--- src/rtl/csr_hpm_unit_pkg.sv ---
// Shared constants and types for the HPM CSR bank: address bases, mhpmevent fields, CSR opcodes.
package csr_hpm_unit_pkg;

  localparam logic [11:0] MhpmcounterBase  = 12'hB03;
  localparam logic [11:0] MhpmcounterhBase = 12'hB83;
  localparam logic [11:0] MhpmeventBase    = 12'h323;
  localparam logic [11:0] HpmcounterBase   = 12'hC03;
  localparam logic [11:0] HpmcounterhBase  = 12'hC83;

  localparam int unsigned EvtOfBit   = 31;
  localparam int unsigned EvtMinhBit = 30;
  localparam int unsigned EvtUinhBit = 29;

  typedef enum logic [1:0] {
    OpNone  = 2'b00,
    OpWrite = 2'b01,
    OpSet   = 2'b10,
    OpClear = 2'b11
  } csr_op_e;

  typedef enum logic [2:0] {
    RegNone,
    RegCnt,
    RegCntH,
    RegEvt,
    RegUCnt,
    RegUCntH
  } hpm_reg_e;

  // Set/clear act on a single bit selected by wdata[4:0] of the pre-write value.
  function automatic logic [31:0] csr_modify(input csr_op_e op, input logic [31:0] old_val,
                                             input logic [31:0] wdata);
    logic [31:0] bit_mask;
    bit_mask = 32'd1 << wdata[4:0];
    case (op)
      OpWrite: return wdata;
      OpSet:   return old_val | bit_mask;
      OpClear: return old_val & ~bit_mask;
      default: return old_val;
    endcase
  endfunction

endpackage

--- src/rtl/csr_hpm_unit_if.sv ---
// CSR access bus shared with csrfile: request from the CSR unit, registered response back.
interface csr_hpm_unit_if;
  logic        csr_valid_i;
  logic [11:0] csr_address_i;
  logic [1:0]  csr_opcode_i;
  logic        csr_wr_en_i;
  logic [31:0] csr_data_i;
  logic        hpm_hit_o;
  logic        csr_done_o;
  logic        csr_excp_o;
  logic [31:0] csr_data_o;

  modport master (
    output csr_valid_i, csr_address_i, csr_opcode_i, csr_wr_en_i, csr_data_i,
    input  hpm_hit_o, csr_done_o, csr_excp_o, csr_data_o
  );

  modport slave (
    input  csr_valid_i, csr_address_i, csr_opcode_i, csr_wr_en_i, csr_data_i,
    output hpm_hit_o, csr_done_o, csr_excp_o, csr_data_o
  );
endinterface

--- src/rtl/csr_hpm_unit_counter.sv ---
// One HPM counter with its mhpmevent register and sticky overflow flag.
module csr_hpm_unit_counter
  import csr_hpm_unit_pkg::*;
#(
  parameter int unsigned NUM_EVENTS    = 8,
  parameter int unsigned COUNTER_WIDTH = 48,
  parameter int unsigned INC_WIDTH     = 2
) (
  input  logic                             cpu_clock_i,
  input  logic                             cpu_resetn_i,
  input  logic                             i_priv,
  input  logic [NUM_EVENTS*INC_WIDTH-1:0]  i_events,
  input  logic                             i_wr_lo,
  input  logic                             i_wr_hi,
  input  logic                             i_wr_evt,
  input  logic [31:0]                      i_wdata,
  output logic [63:0]                      o_count,
  output logic [31:0]                      o_evt,
  output logic                             o_of
);

  logic [COUNTER_WIDTH-1:0] r_count;
  logic [COUNTER_WIDTH-1:0] w_count_nxt;
  logic [COUNTER_WIDTH:0]   w_sum;
  logic [7:0]               r_sel;
  logic [7:0]               w_wsel;
  logic                     r_minh;
  logic                     r_uinh;
  logic                     r_of;
  logic                     w_of_nxt;
  logic [INC_WIDTH-1:0]     w_inc;
  logic                     w_en;
  logic                     w_carry;
  logic                     w_wr_hi_eff;

  always_comb begin
    w_inc = '0;
    for (int unsigned e = 0; e < NUM_EVENTS; e++) begin
      if (r_sel == 8'(e + 1)) w_inc = i_events[e*INC_WIDTH +: INC_WIDTH];
    end
  end

  assign w_en        = (r_sel != 8'd0) && !(i_priv && r_minh) && !(!i_priv && r_uinh);
  assign w_sum       = {1'b0, r_count} + {{(COUNTER_WIDTH + 1 - INC_WIDTH){1'b0}}, w_inc};
  assign w_wr_hi_eff = i_wr_hi && (COUNTER_WIDTH > 32);

  // A CSR write to either half wins over the same-cycle increment and cannot overflow.
  always_comb begin
    w_count_nxt = r_count;
    w_carry     = 1'b0;
    if (i_wr_lo) begin
      w_count_nxt = (r_count & ~COUNTER_WIDTH'(64'hFFFF_FFFF)) | COUNTER_WIDTH'(i_wdata);
    end else if (w_wr_hi_eff) begin
      w_count_nxt = (r_count & COUNTER_WIDTH'(64'hFFFF_FFFF)) | COUNTER_WIDTH'({i_wdata, 32'h0});
    end else if (w_en) begin
      w_count_nxt = w_sum[COUNTER_WIDTH-1:0];
      w_carry     = w_sum[COUNTER_WIDTH];
    end
  end

  assign w_wsel   = (32'(i_wdata[7:0]) > NUM_EVENTS) ? 8'd0 : i_wdata[7:0];
  assign w_of_nxt = (i_wr_evt ? i_wdata[EvtOfBit] : r_of) | w_carry;

  always_ff @(posedge cpu_clock_i or negedge cpu_resetn_i) begin
    if (!cpu_resetn_i) begin
      r_count <= '0;
      r_sel   <= '0;
      r_minh  <= 1'b0;
      r_uinh  <= 1'b0;
      r_of    <= 1'b0;
    end else begin
      r_count <= w_count_nxt;
      r_of    <= w_of_nxt;
      if (i_wr_evt) begin
        r_sel  <= w_wsel;
        r_minh <= i_wdata[EvtMinhBit];
        r_uinh <= i_wdata[EvtUinhBit];
      end
    end
  end

  assign o_count = 64'(r_count);
  assign o_evt   = {r_of, r_minh, r_uinh, 21'd0, r_sel};
  assign o_of    = r_of;

endmodule

--- src/rtl/csr_hpm_unit.sv ---
// HPM CSR bank: address decode, privilege checks, event pipeline stage, registered response, irq.
module csr_hpm_unit
  import csr_hpm_unit_pkg::*;
#(
  parameter int unsigned NUM_COUNTERS  = 4,
  parameter int unsigned NUM_EVENTS    = 8,
  parameter int unsigned COUNTER_WIDTH = 48,
  parameter int unsigned INC_WIDTH     = 2
) (
  input  logic                            cpu_clock_i,
  input  logic                            cpu_resetn_i,
  csr_hpm_unit_if.slave                   csr_bus,
  input  logic                            priv_i,
  input  logic [NUM_COUNTERS-1:0]         mcounteren_i,
  input  logic [NUM_EVENTS*INC_WIDTH-1:0] events_i,
  output logic                            lcof_irq_o
);

  logic [NUM_EVENTS*INC_WIDTH-1:0] r_events;
  hpm_reg_e                        w_reg;
  logic [NUM_COUNTERS-1:0]         w_sel;
  logic                            w_hit;
  logic                            w_user;
  logic                            w_is_wr;
  logic                            w_excp;
  logic                            w_apply;
  logic [31:0]                     w_old;
  logic [31:0]                     w_new;
  logic [63:0]                     w_count [NUM_COUNTERS];
  logic [31:0]                     w_evt   [NUM_COUNTERS];
  logic [NUM_COUNTERS-1:0]         w_of;
  logic                            r_hit;
  logic                            r_done;
  logic                            r_excp;
  logic                            r_irq;
  logic [31:0]                     r_data;

  always_comb begin
    w_reg = RegNone;
    w_sel = '0;
    for (int unsigned i = 0; i < NUM_COUNTERS; i++) begin
      if (csr_bus.csr_address_i == MhpmcounterBase + 12'(i)) begin
        w_reg = RegCnt;   w_sel[i] = 1'b1;
      end else if (csr_bus.csr_address_i == MhpmcounterhBase + 12'(i)) begin
        w_reg = RegCntH;  w_sel[i] = 1'b1;
      end else if (csr_bus.csr_address_i == MhpmeventBase + 12'(i)) begin
        w_reg = RegEvt;   w_sel[i] = 1'b1;
      end else if (csr_bus.csr_address_i == HpmcounterBase + 12'(i)) begin
        w_reg = RegUCnt;  w_sel[i] = 1'b1;
      end else if (csr_bus.csr_address_i == HpmcounterhBase + 12'(i)) begin
        w_reg = RegUCntH; w_sel[i] = 1'b1;
      end
    end
  end

  always_comb begin
    w_old = '0;
    for (int unsigned i = 0; i < NUM_COUNTERS; i++) begin
      if (w_sel[i]) begin
        case (w_reg)
          RegCnt,  RegUCnt:  w_old = w_count[i][31:0];
          RegCntH, RegUCntH: w_old = w_count[i][63:32];
          RegEvt:            w_old = w_evt[i];
          default:           w_old = '0;
        endcase
      end
    end
  end

  assign w_hit   = (w_reg != RegNone);
  assign w_user  = (w_reg == RegUCnt) || (w_reg == RegUCntH);
  assign w_is_wr = csr_bus.csr_wr_en_i && (csr_op_e'(csr_bus.csr_opcode_i) != OpNone);
  // User aliases are read-only and gated by mcounteren in U-mode; machine CSRs need M-mode.
  assign w_excp  = csr_bus.csr_valid_i && w_hit &&
                   (w_user ? (w_is_wr || (!priv_i && !(|(w_sel & mcounteren_i)))) : !priv_i);
  assign w_apply = csr_bus.csr_valid_i && w_hit && !w_user && w_is_wr && !w_excp;
  assign w_new   = csr_modify(csr_op_e'(csr_bus.csr_opcode_i), w_old, csr_bus.csr_data_i);

  for (genvar g = 0; g < NUM_COUNTERS; g++) begin : g_cnt
    csr_hpm_unit_counter #(
      .NUM_EVENTS    (NUM_EVENTS),
      .COUNTER_WIDTH (COUNTER_WIDTH),
      .INC_WIDTH     (INC_WIDTH)
    ) u_counter (
      .cpu_clock_i  (cpu_clock_i),
      .cpu_resetn_i (cpu_resetn_i),
      .i_priv       (priv_i),
      .i_events     (r_events),
      .i_wr_lo      (w_apply && w_sel[g] && (w_reg == RegCnt)),
      .i_wr_hi      (w_apply && w_sel[g] && (w_reg == RegCntH)),
      .i_wr_evt     (w_apply && w_sel[g] && (w_reg == RegEvt)),
      .i_wdata      (w_new),
      .o_count      (w_count[g]),
      .o_evt        (w_evt[g]),
      .o_of         (w_of[g])
    );
  end

  always_ff @(posedge cpu_clock_i or negedge cpu_resetn_i) begin
    if (!cpu_resetn_i) begin
      r_events <= '0;
      r_hit    <= 1'b0;
      r_done   <= 1'b0;
      r_excp   <= 1'b0;
      r_data   <= '0;
      r_irq    <= 1'b0;
    end else begin
      r_events <= events_i;
      r_done   <= csr_bus.csr_valid_i;
      r_hit    <= csr_bus.csr_valid_i && w_hit;
      r_excp   <= w_excp;
      r_data   <= (csr_bus.csr_valid_i && w_hit && !w_excp) ? w_old : '0;
      r_irq    <= |w_of;
    end
  end

  assign csr_bus.hpm_hit_o  = r_hit;
  assign csr_bus.csr_done_o = r_done;
  assign csr_bus.csr_excp_o = r_excp;
  assign csr_bus.csr_data_o = r_data;
  assign lcof_irq_o         = r_irq;

endmodule
--- src/flat_wrapper.sv ---
// flat-port wrapper written by rule: the top's interface ports become plain ports
module csr_hpm_unit_flat import csr_hpm_unit_pkg::*;
#(
  parameter int unsigned NUM_COUNTERS  = 4,
  parameter int unsigned NUM_EVENTS    = 8,
  parameter int unsigned COUNTER_WIDTH = 48,
  parameter int unsigned INC_WIDTH     = 2
)
  (cpu_clock_i, cpu_resetn_i, priv_i, mcounteren_i, events_i, lcof_irq_o, csr_bus_csr_valid_i, csr_bus_csr_address_i, csr_bus_csr_opcode_i, csr_bus_csr_wr_en_i, csr_bus_csr_data_i, csr_bus_hpm_hit_o, csr_bus_csr_done_o, csr_bus_csr_excp_o, csr_bus_csr_data_o);
  csr_hpm_unit_if csr_bus_i ();
  input  logic cpu_clock_i;
  input  logic cpu_resetn_i;
  input  logic priv_i;
  input  logic [NUM_COUNTERS-1:0] mcounteren_i;
  input  logic [NUM_EVENTS*INC_WIDTH-1:0] events_i;
  output logic lcof_irq_o;
  input wire logic [$bits(csr_bus_i.csr_valid_i)-1:0] csr_bus_csr_valid_i;
  input wire logic [$bits(csr_bus_i.csr_address_i)-1:0] csr_bus_csr_address_i;
  input wire logic [$bits(csr_bus_i.csr_opcode_i)-1:0] csr_bus_csr_opcode_i;
  input wire logic [$bits(csr_bus_i.csr_wr_en_i)-1:0] csr_bus_csr_wr_en_i;
  input wire logic [$bits(csr_bus_i.csr_data_i)-1:0] csr_bus_csr_data_i;
  output wire logic [$bits(csr_bus_i.hpm_hit_o)-1:0] csr_bus_hpm_hit_o;
  output wire logic [$bits(csr_bus_i.csr_done_o)-1:0] csr_bus_csr_done_o;
  output wire logic [$bits(csr_bus_i.csr_excp_o)-1:0] csr_bus_csr_excp_o;
  output wire logic [$bits(csr_bus_i.csr_data_o)-1:0] csr_bus_csr_data_o;
  assign csr_bus_i.csr_valid_i = csr_bus_csr_valid_i;
  assign csr_bus_i.csr_address_i = csr_bus_csr_address_i;
  assign csr_bus_i.csr_opcode_i = csr_bus_csr_opcode_i;
  assign csr_bus_i.csr_wr_en_i = csr_bus_csr_wr_en_i;
  assign csr_bus_i.csr_data_i = csr_bus_csr_data_i;
  assign csr_bus_hpm_hit_o = csr_bus_i.hpm_hit_o;
  assign csr_bus_csr_done_o = csr_bus_i.csr_done_o;
  assign csr_bus_csr_excp_o = csr_bus_i.csr_excp_o;
  assign csr_bus_csr_data_o = csr_bus_i.csr_data_o;
  csr_hpm_unit #(.NUM_COUNTERS(NUM_COUNTERS), .NUM_EVENTS(NUM_EVENTS), .COUNTER_WIDTH(COUNTER_WIDTH), .INC_WIDTH(INC_WIDTH)) u_core (.cpu_clock_i(cpu_clock_i), .cpu_resetn_i(cpu_resetn_i), .csr_bus(csr_bus_i), .priv_i(priv_i), .mcounteren_i(mcounteren_i), .events_i(events_i), .lcof_irq_o(lcof_irq_o));
endmodule
--- config.mk ---
export PLATFORM = sky130hd
export DESIGN_NAME = csr_hpm_unit_flat
export DESIGN_NICKNAME = d
export VERILOG_FILES = /design/src/rtl/csr_hpm_unit_pkg.sv /design/src/rtl/csr_hpm_unit_if.sv /design/src/rtl/csr_hpm_unit_counter.sv /design/src/rtl/csr_hpm_unit.sv /design/src/flat_wrapper.sv
export SDC_FILE = /design/constraint.sdc
export NUM_CORES = 1
export LEC_CHECK = 0
export CELL_PAD_IN_SITES_DETAIL_PLACEMENT = 0
export CELL_PAD_IN_SITES_GLOBAL_PLACEMENT = 2
export CORE_UTILIZATION = 37
export DETAILED_ROUTE_END_ITERATION = 10
export GPL_TIMING_DRIVEN = 0
export PLACE_DENSITY = 0.91
export SYNTH_ARGS = -nofsm -noshare
export SYNTH_HDL_FRONTEND = slang
export SYNTH_SLANG_ARGS = --single-unit
--- constraint.sdc ---
create_clock -name cpu_clock_i -period 4.5 [get_ports cpu_clock_i]
set_clock_uncertainty 0.2 [all_clocks]
set_input_delay 0.45 -clock cpu_clock_i [delete_from_list [all_inputs] [get_ports cpu_clock_i]]
set_output_delay 0.45 -clock cpu_clock_i [all_outputs]
set_load 0.02 [all_outputs]
==> results of run 1 <==
## cell usage after synthesis, drive strengths merged (23+ instances only)
cell type | n | area, um2
clkbuf | 133 | 500
buf | 44 | 225
a222oi | 24 | 240
nor4 | 38 | 280
nor3 | 90 | 502
a31oi | 29 | 181
o22ai | 52 | 325
nand3 | 132 | 666
o21ai | 291 | 1460
dfrtp | 288 | 7210
nand4 | 54 | 338
nand2 | 346 | 1310
inv | 30 | 113
and2 | 49 | 307
nand2b | 23 | 144
nor2 | 220 | 828
o211ai | 28 | 210
a21oi | 330 | 1660
and3 | 41 | 257
a22oi | 52 | 390
or3 | 25 | 156
## flip-flops by register name, indices dropped and copies added (netlist names)
name	flops
u_core.csr_bus.hpm_hit_o	1
u_core.g_cnt.u_counter.r_count	192
u_core.csr_bus.csr_data_o	32
u_core.g_cnt.u_counter.o_of	4
u_core.r_events	16
u_core.g_cnt.u_counter.r_sel	32
u_core.g_cnt.u_counter.r_uinh	4
u_core.g_cnt.u_counter.r_minh	4
u_core.csr_bus.csr_done_o	1
u_core.lcof_irq_o	1
u_core.csr_bus.csr_excp_o	1
## cell usage in the layout (no fill, tap or decap), drive strengths merged, types with 9 or more instances in the layout
master / instances
a211oi: 20
a21o: 10
a21oi: 330
a221oi: 10
a222oi: 24
a22oi: 52
a31oi: 29
a32oi: 11
and2: 49
and3: 41
and4: 16
buf: 118
clkbuf: 179
clkdlybuf4s50: 99
clkinv: 9
dfrtp: 288
inv: 31
mux2i: 22
nand2: 346
nand2b: 23
nand3: 132
nand3b: 9
nand4: 54
nor2: 220
nor2b: 15
nor3: 90
nor3b: 12
nor4: 38
o211ai: 28
o21a: 11
o21ai: 291
o22ai: 52
o31a: 16
o31ai: 16
or2: 11
or3: 25
or4: 13
## worst max-delay path, cell delays in order
cell	delay, ns
clkdlybuf4s50_1	0.57
or4b_4	0.65
nor2_4	0.26
nand2_2	0.26
o2111ai_4	0.26
and3_1	0.20
clkbuf_4	0.25
buf_6	0.25
nand4b_1	0.22
a221oi_4	0.43
a21oi_1	0.15
o211a_4	0.32
nand3b_1	0.32
o21ai_1	0.22
## through the flow
| step | util, % | setup slack [ns] | TNS (ns) | hold WS, ns |
|---|---|---|---|---|
| CTS | 45.5 | 0.00430 | 0 | 0.108 |
| global route | 46.6 | -0.0787 | -0.401 | 0.109 |
| finish | 46.6 | -0.0527 | -0.205 | 0.125 |
| detailed placement | 41.6 | -2.25 | -346.33 | 0.297 |
| floorplan | - | 0.393 | 0 | -0.0456 |
| global placement | 41.1 | -10.74 | -3504.91 | 0.291 |
## cell type report
cell class	count	area, um2	area share [%]
Clock buffer	55	1140	4.50
Multi-Input combinational cell	2153	13200	52.5
Inverter	31	116	0.461
Sequential cell	288	7210	28.6
Buffer	167	792	3.14
Clock inverter	13	131	0.520
Tap cell	696	871	3.45
Antenna cell	6	15.0	0.0595
Timing Repair Buffer	178	1730	6.87
## per-layer routing
metal	routed length (um)	part of all wire, %	global-route usage [%]	up-vias
met2	52200	42	63.0	1773
met5	80	0.064	0	-
met4	8220	6.6	25.3	14
li1	-	-	-	10389
met3	14800	12	11.7	405
met1	49500	40	58.1	12378
## path summary, 6_finish.rpt
kind | slack, ns | cells after the start | endpoint
setup / recovery | -0.05 | 14 | u_core.g_cnt[2].u_counter.r_sel[2]$_DFFE_PN0P_
hold / removal | 0.13 | 1 | u_core.r_events[11]$_DFF_PN0_
setup reg to reg | 0.06 | 14 | u_core.g_cnt[3].u_counter.r_count[22]$_DFFE_PN0P_
hold reg to reg | 0.32 | 1 | u_core.g_cnt[2].u_counter.r_sel[7]$_DFFE_PN0P_
max in group asynchronous | 2.76 | 3 | u_core.csr_bus.csr_data_o[29]$_DFF_PN0_
min in group asynchronous | 0.27 | 2 | u_core.r_events[0]$_DFF_PN0_
## kinds of logic (layout without fill, tap and decap cells)
logic type,count (synthesis),count (layout),share of synthesized area [%]
and+or+nand+nor,1124,1124,27.7
muxes,34,34,2.02
buffers and inverters,208,444,4.13
DFF,288,288,35.4
adders and majority gates,12,12,0.885
other,0,6,0
AOI/OAI and AO/OA,983,983,29.9
## repair_timing
item                                   CTS  global route
hold buffers                             1             0
pin swaps                               29            17
endpoints found under the hold margin   91             0
setup endpoints to repair              242           206
resized for setup                      133           128
buffers inserted                        40            21
cloned                                   0             0
## power groups by stage
stage	combinational [mW]	clock, mW	sequential [mW]
after floorplan	0.129	0	2.65
after global placement	0.385	0	2.66
after detailed placement	0.409	0	2.65
after CTS	0.441	3.20	2.61
after global routing	0.477	3.29	2.61
final	0.467	3.19	2.61
==> results.yml, run 1 <==
status:
  outcome: "complete, but fails checks"
  violations: "setup timing"
placed_design:
  placed_area_mm2: 0.0225
  place.gp.congestion: 1.11
  io_buffers: 103
  dp_cells: 3461
  hpwl_um: 94800
critical_path:
  end_kind: "flop"
  crit_type: "primary input to flop"
  cp.arrival_ns: 4.84
  r2r-start: "u_core.g_cnt[3].u_counter.r_sel[6]$_DFFE_PN0P_"
  critPathRequiredTime_ns: 4.78
  start_kind: "primary input"
  setup.worst_path.start: "csr_bus_csr_address_i[6]"
  crit_fanout: 10
timing:
  hold_viol: 0
  fin_crit_ns: 4.55
  drv_slew: 0
  max_freq_ghz: 0.220
  slew-limit-headroom_pct: 4.60
  timing.final.ws_setup_ns: -0.0527
  rsz0062_at_grt: "true"
  setup_viol: 6
  finalCritPeriodShare_pct: 101
  worst-slew-pin-transition_ns: 1.42
grt:
  grt_pass1_vias: 22637
  grt_pass1_wl_um: 173000
  grt_max_degree: 112
  gr-total-overflow: 0
  track_usage_pct: 43.5
  antenna_found_initial: 12
yosys:
  synthCells: 2649
  synth_fp_nets: 2732
  async_flop_share_pct: 100
  synth.distinct_cells: 101
  ys_warn_count: 0
  syn_avg_cell_area_um2: 7.69
  synth-edff-count: 0
  ys_seq_elements: 288
  seq_area_frac_synth_pct: 35.4
  synthesis.area_mm2: 0.0204
  synthFlopType: "dfrtp_1"
detailed_routing:
  vias: 24959
  ant_nets: 0
  remaining_drc_errors: 0
  via_per_inst: 6.96
  wire_per_inst_um: 34.8
  wl_um: 125000
  first_pass_iters: 7
  drt_iter0_drc: 3890
power:
  irDropWorstVdd_uv: 269
  p_per_area_mw_per_mm2: 248
  seq_power_share_pct: 41.6
  switching_share_pct: 26.4
  pwr-share-clk_pct: 50.9
  total_power_mw: 6.26
  internal_power_mw: 4.61
  power.switching_mw: 1.65
  cellLeakagePower_nw: 9.80
  power_frac_comb_pct: 7.5
cells_and_area:
  nNetsFinal: 2940
  syn_to_final_growth_pct: 24.0
  fillCellCount: 5394
  final_cells: 3587
  finish.instance_area_mm2: 0.0252
  drive_gt1_share_pct: 14.4
clocking:
  cts_root_buf: "clkbuf_16"
  clock-sinks: 288
  cts_tree: "built"
  numCtsBuffers: 38
  cts_htree_levels: 2
  clock_latency_ns: 0.59
  clock_path_buffers: 3
  clk_pin_slew_ns: 0.06
floorplan:
  row_count: 85
  io_pins: 107
  die_height_um: 237
  start_util_pct: 37.6
  core_area_mm2: 0.0541
  die-area_mm2: 0.0560
  die_w_um: 237
worst_hold_path:
  hold_start: "events_i[11]"
  hold_path_class: "primary input to flop"
flow_run:
  cap_violations: 0
Note: power is estimated with default switching activity, not from simulation.
==> run 2, diff against run 1 <==
--- a/config.mk
+++ b/config.mk
@@ -10,7 +10,7 @@
 export CORE_UTILIZATION = 37
 export DETAILED_ROUTE_END_ITERATION = 10
 export GPL_TIMING_DRIVEN = 0
-export PLACE_DENSITY = 0.91
+export PLACE_DENSITY = 0.85
 export SYNTH_ARGS = -nofsm -noshare
 export SYNTH_HDL_FRONTEND = slang
 export SYNTH_SLANG_ARGS = --single-unit
==> run 2 against run 1 <==
The run still ends with setup timing left. Die area stayed put. Core utilization is 0.34 points higher. Routed wire length is 1.7% lower. Fmax is 0.36% higher. Final cell count is 0.11% higher. Clock-buffer cell count is 5 lower. Critical endpoint is now u_core.csr_bus.csr_data_o[9]$_DFF_PN0_. Largest cell class unchanged.
==> results.yml, run 2 (synthesis results as in run 1) <==
floorplan:
  io_pins: 107
  row_count: 85
  die_height_um: 237
  core_area_mm2: 0.0541
  start_util_pct: 37.6
  die-area_mm2: 0.0560
  die_w_um: 237
clocking:
  clock-sinks: 288
  cts_htree_levels: 2
  clock_latency_ns: 0.59
  cts_tree: "built"
  cts_root_buf: "clkbuf_16"
  clk_pin_slew_ns: 0.06
  clock_path_buffers: 3
  numCtsBuffers: 39
timing:
  finalCritPeriodShare_pct: 101
  rsz0062_at_grt: "true"
  slew-limit-headroom_pct: 21.0
  fin_crit_ns: 4.54
  worst-slew-pin-transition_ns: 1.17
  setup_tns_ns: -0.182
  hold_viol: 0
  max_freq_ghz: 0.220
  setup_viol: 11
  hold_slack_ns: 0.0947
  drv_slew: 0
  timing.final.ws_setup_ns: -0.0364
cells_and_area:
  finish.instance_area_mm2: 0.0254
  final_common_cell: "nand2_1"
  drive_gt1_share_pct: 14.4
  area.sequential_mm2: 0.00721
  syn_to_final_growth_pct: 24.9
  multiInputGateArea_mm2: 0.0132
  nNetsFinal: 2942
  largest_reg_flops: 192
  fillCellCount: 5334
  final_cell_mix: "nand2_1, a21oi_1, dfrtp_1"
  regMostFlops: "u_core.g_cnt.u_counter.r_count"
critical_path:
  r2r-start: "u_core.g_cnt[3].u_counter.r_sel[6]$_DFFE_PN0P_"
  ff2ff_path_depth: 13
  end_kind: "flop"
  cp.arrival_ns: 4.72
  critPathRequiredTime_ns: 4.69
  start_kind: "primary input"
  crit_type: "primary input to flop"
  crit_fanout: 10
  reg2reg_slack_ns: 0.10
  r2r_end: "u_core.g_cnt[3].u_counter.r_count[24]$_DFFE_PN0P_"
placed_design:
  placed_area_mm2: 0.0226
  io_buffers: 103
  place.gp.congestion: 1.10
  hpwl_um: 93300
worst_hold_path:
  hold_path_depth: 1
  hold_start: "events_i[14]"
  worstHoldEndpoint: "u_core.r_events[14]$_DFF_PN0_"
  hold_path_class: "primary input to flop"
detailed_routing:
  ant_nets: 0
  via_per_inst: 6.87
  drt_iter0_drc: 3845
  vias: 24658
  wl_um: 123000
  wire_per_inst_um: 34.2
  remaining_drc_errors: 0
  first_pass_iters: 10
grt:
  grt_pass1_wl_um: 171000
  grt_pass1_vias: 22368
  grt_max_degree: 111
  gr-total-overflow: 0
  track_usage_pct: 43.0
  antenna_found_initial: 12
power:
  cellLeakagePower_nw: 9.89
  p_per_area_mw_per_mm2: 262
  irDropWorstVdd_uv: 222
  total_power_mw: 6.66
status:
  outcome: "complete, but fails checks"
  violations: "setup timing"
flow_run:
  cap_violations: 0
[run 2: worst max-delay path by stage]
stage                                                             end  depth (start not counted)  slack (ns)                                            from
floorplan           u_core.g_cnt[2].u_counter.r_count[26]$_DFFE_PN0P_                         15        0.39  u_core.g_cnt[2].u_counter.r_sel[4]$_DFFE_PN0P_
global placement    u_core.g_cnt[3].u_counter.r_count[17]$_DFFE_PN0P_                          1      -10.65                                    cpu_resetn_i
detailed placement  u_core.g_cnt[3].u_counter.r_count[11]$_DFFE_PN0P_                         14       -1.99                        csr_bus_csr_address_i[2]
CTS                 u_core.g_cnt[1].u_counter.r_count[15]$_DFFE_PN0P_                         15       -0.03                        csr_bus_csr_address_i[2]
global route                  u_core.csr_bus.csr_data_o[15]$_DFF_PN0_                         11       -0.05                        csr_bus_csr_address_i[6]
finish                         u_core.csr_bus.csr_data_o[9]$_DFF_PN0_                         11       -0.04                        csr_bus_csr_address_i[6]
[run 2: worst max-delay path, cell delays in order]
cell	delay (ns)
clkdlybuf4s50_1	0.54
or4b_1	0.56
buf_2	0.22
a21oi_2	0.25
o211ai_1	0.13
a41oi_1	0.41
o21a_2	0.32
nand3_4	0.25
clkbuf_4	0.38
clkbuf_1	0.39
nor4_1	0.81
[run 2: metal layers]
metal  share of wire [%]  wire (um)  global-route usage, %
met1                  39      47900                   57.3
met2                  42      51000                   61.9
met3                  12      14600                   10.6
met4                 7.4       9050                   27.5
met5               0.020         25                      0
[run 2: metrics by stage]
| step | utilization [%] | setup slack, ns | instances |
|---|---|---|---|
| after detailed placement | 41.8 | -1.99 | 3464 |
| after CTS | 46.0 | -0.0269 | 3571 |
| final | 47.0 | -0.0364 | 3591 |
| after global routing | 47.0 | -0.0522 | 3587 |
| after floorplan | - | 0.393 | 2649 |
| after global placement | 41.1 | -10.65 | 3448 |
[run 2: power breakdown]
group	switching [mW]	internal (mW)	leakage [nW]	total, mW
registers	0.00868	2.60	3.92	2.61
clock network	1.36	2.22	0.713	3.58
logic	0.321	0.150	5.26	0.471
[run 2: final cells by class]
type / count / area share, %
antenna: 5 / 0.0492
buffer: 168 / 3.04
clock buffer: 50 / 4.40
clock inverter: 22 / 1.32
inverter: 31 / 0.458
multi-input combinational: 2153 / 52.1
sequential: 288 / 28.3
tap: 696 / 3.42
timing repair buffer: 178 / 6.90
[run 2: timing repair]
action                                 in CTS  in global routing
gates resized for setup                   130                106
setup endpoints to repair                 233                219
hold buffers                                1                  0
setup buffers                              39                 19
endpoints found under the hold margin      86                  0
gates cloned                                0                  0
pin swaps                                  27                 27
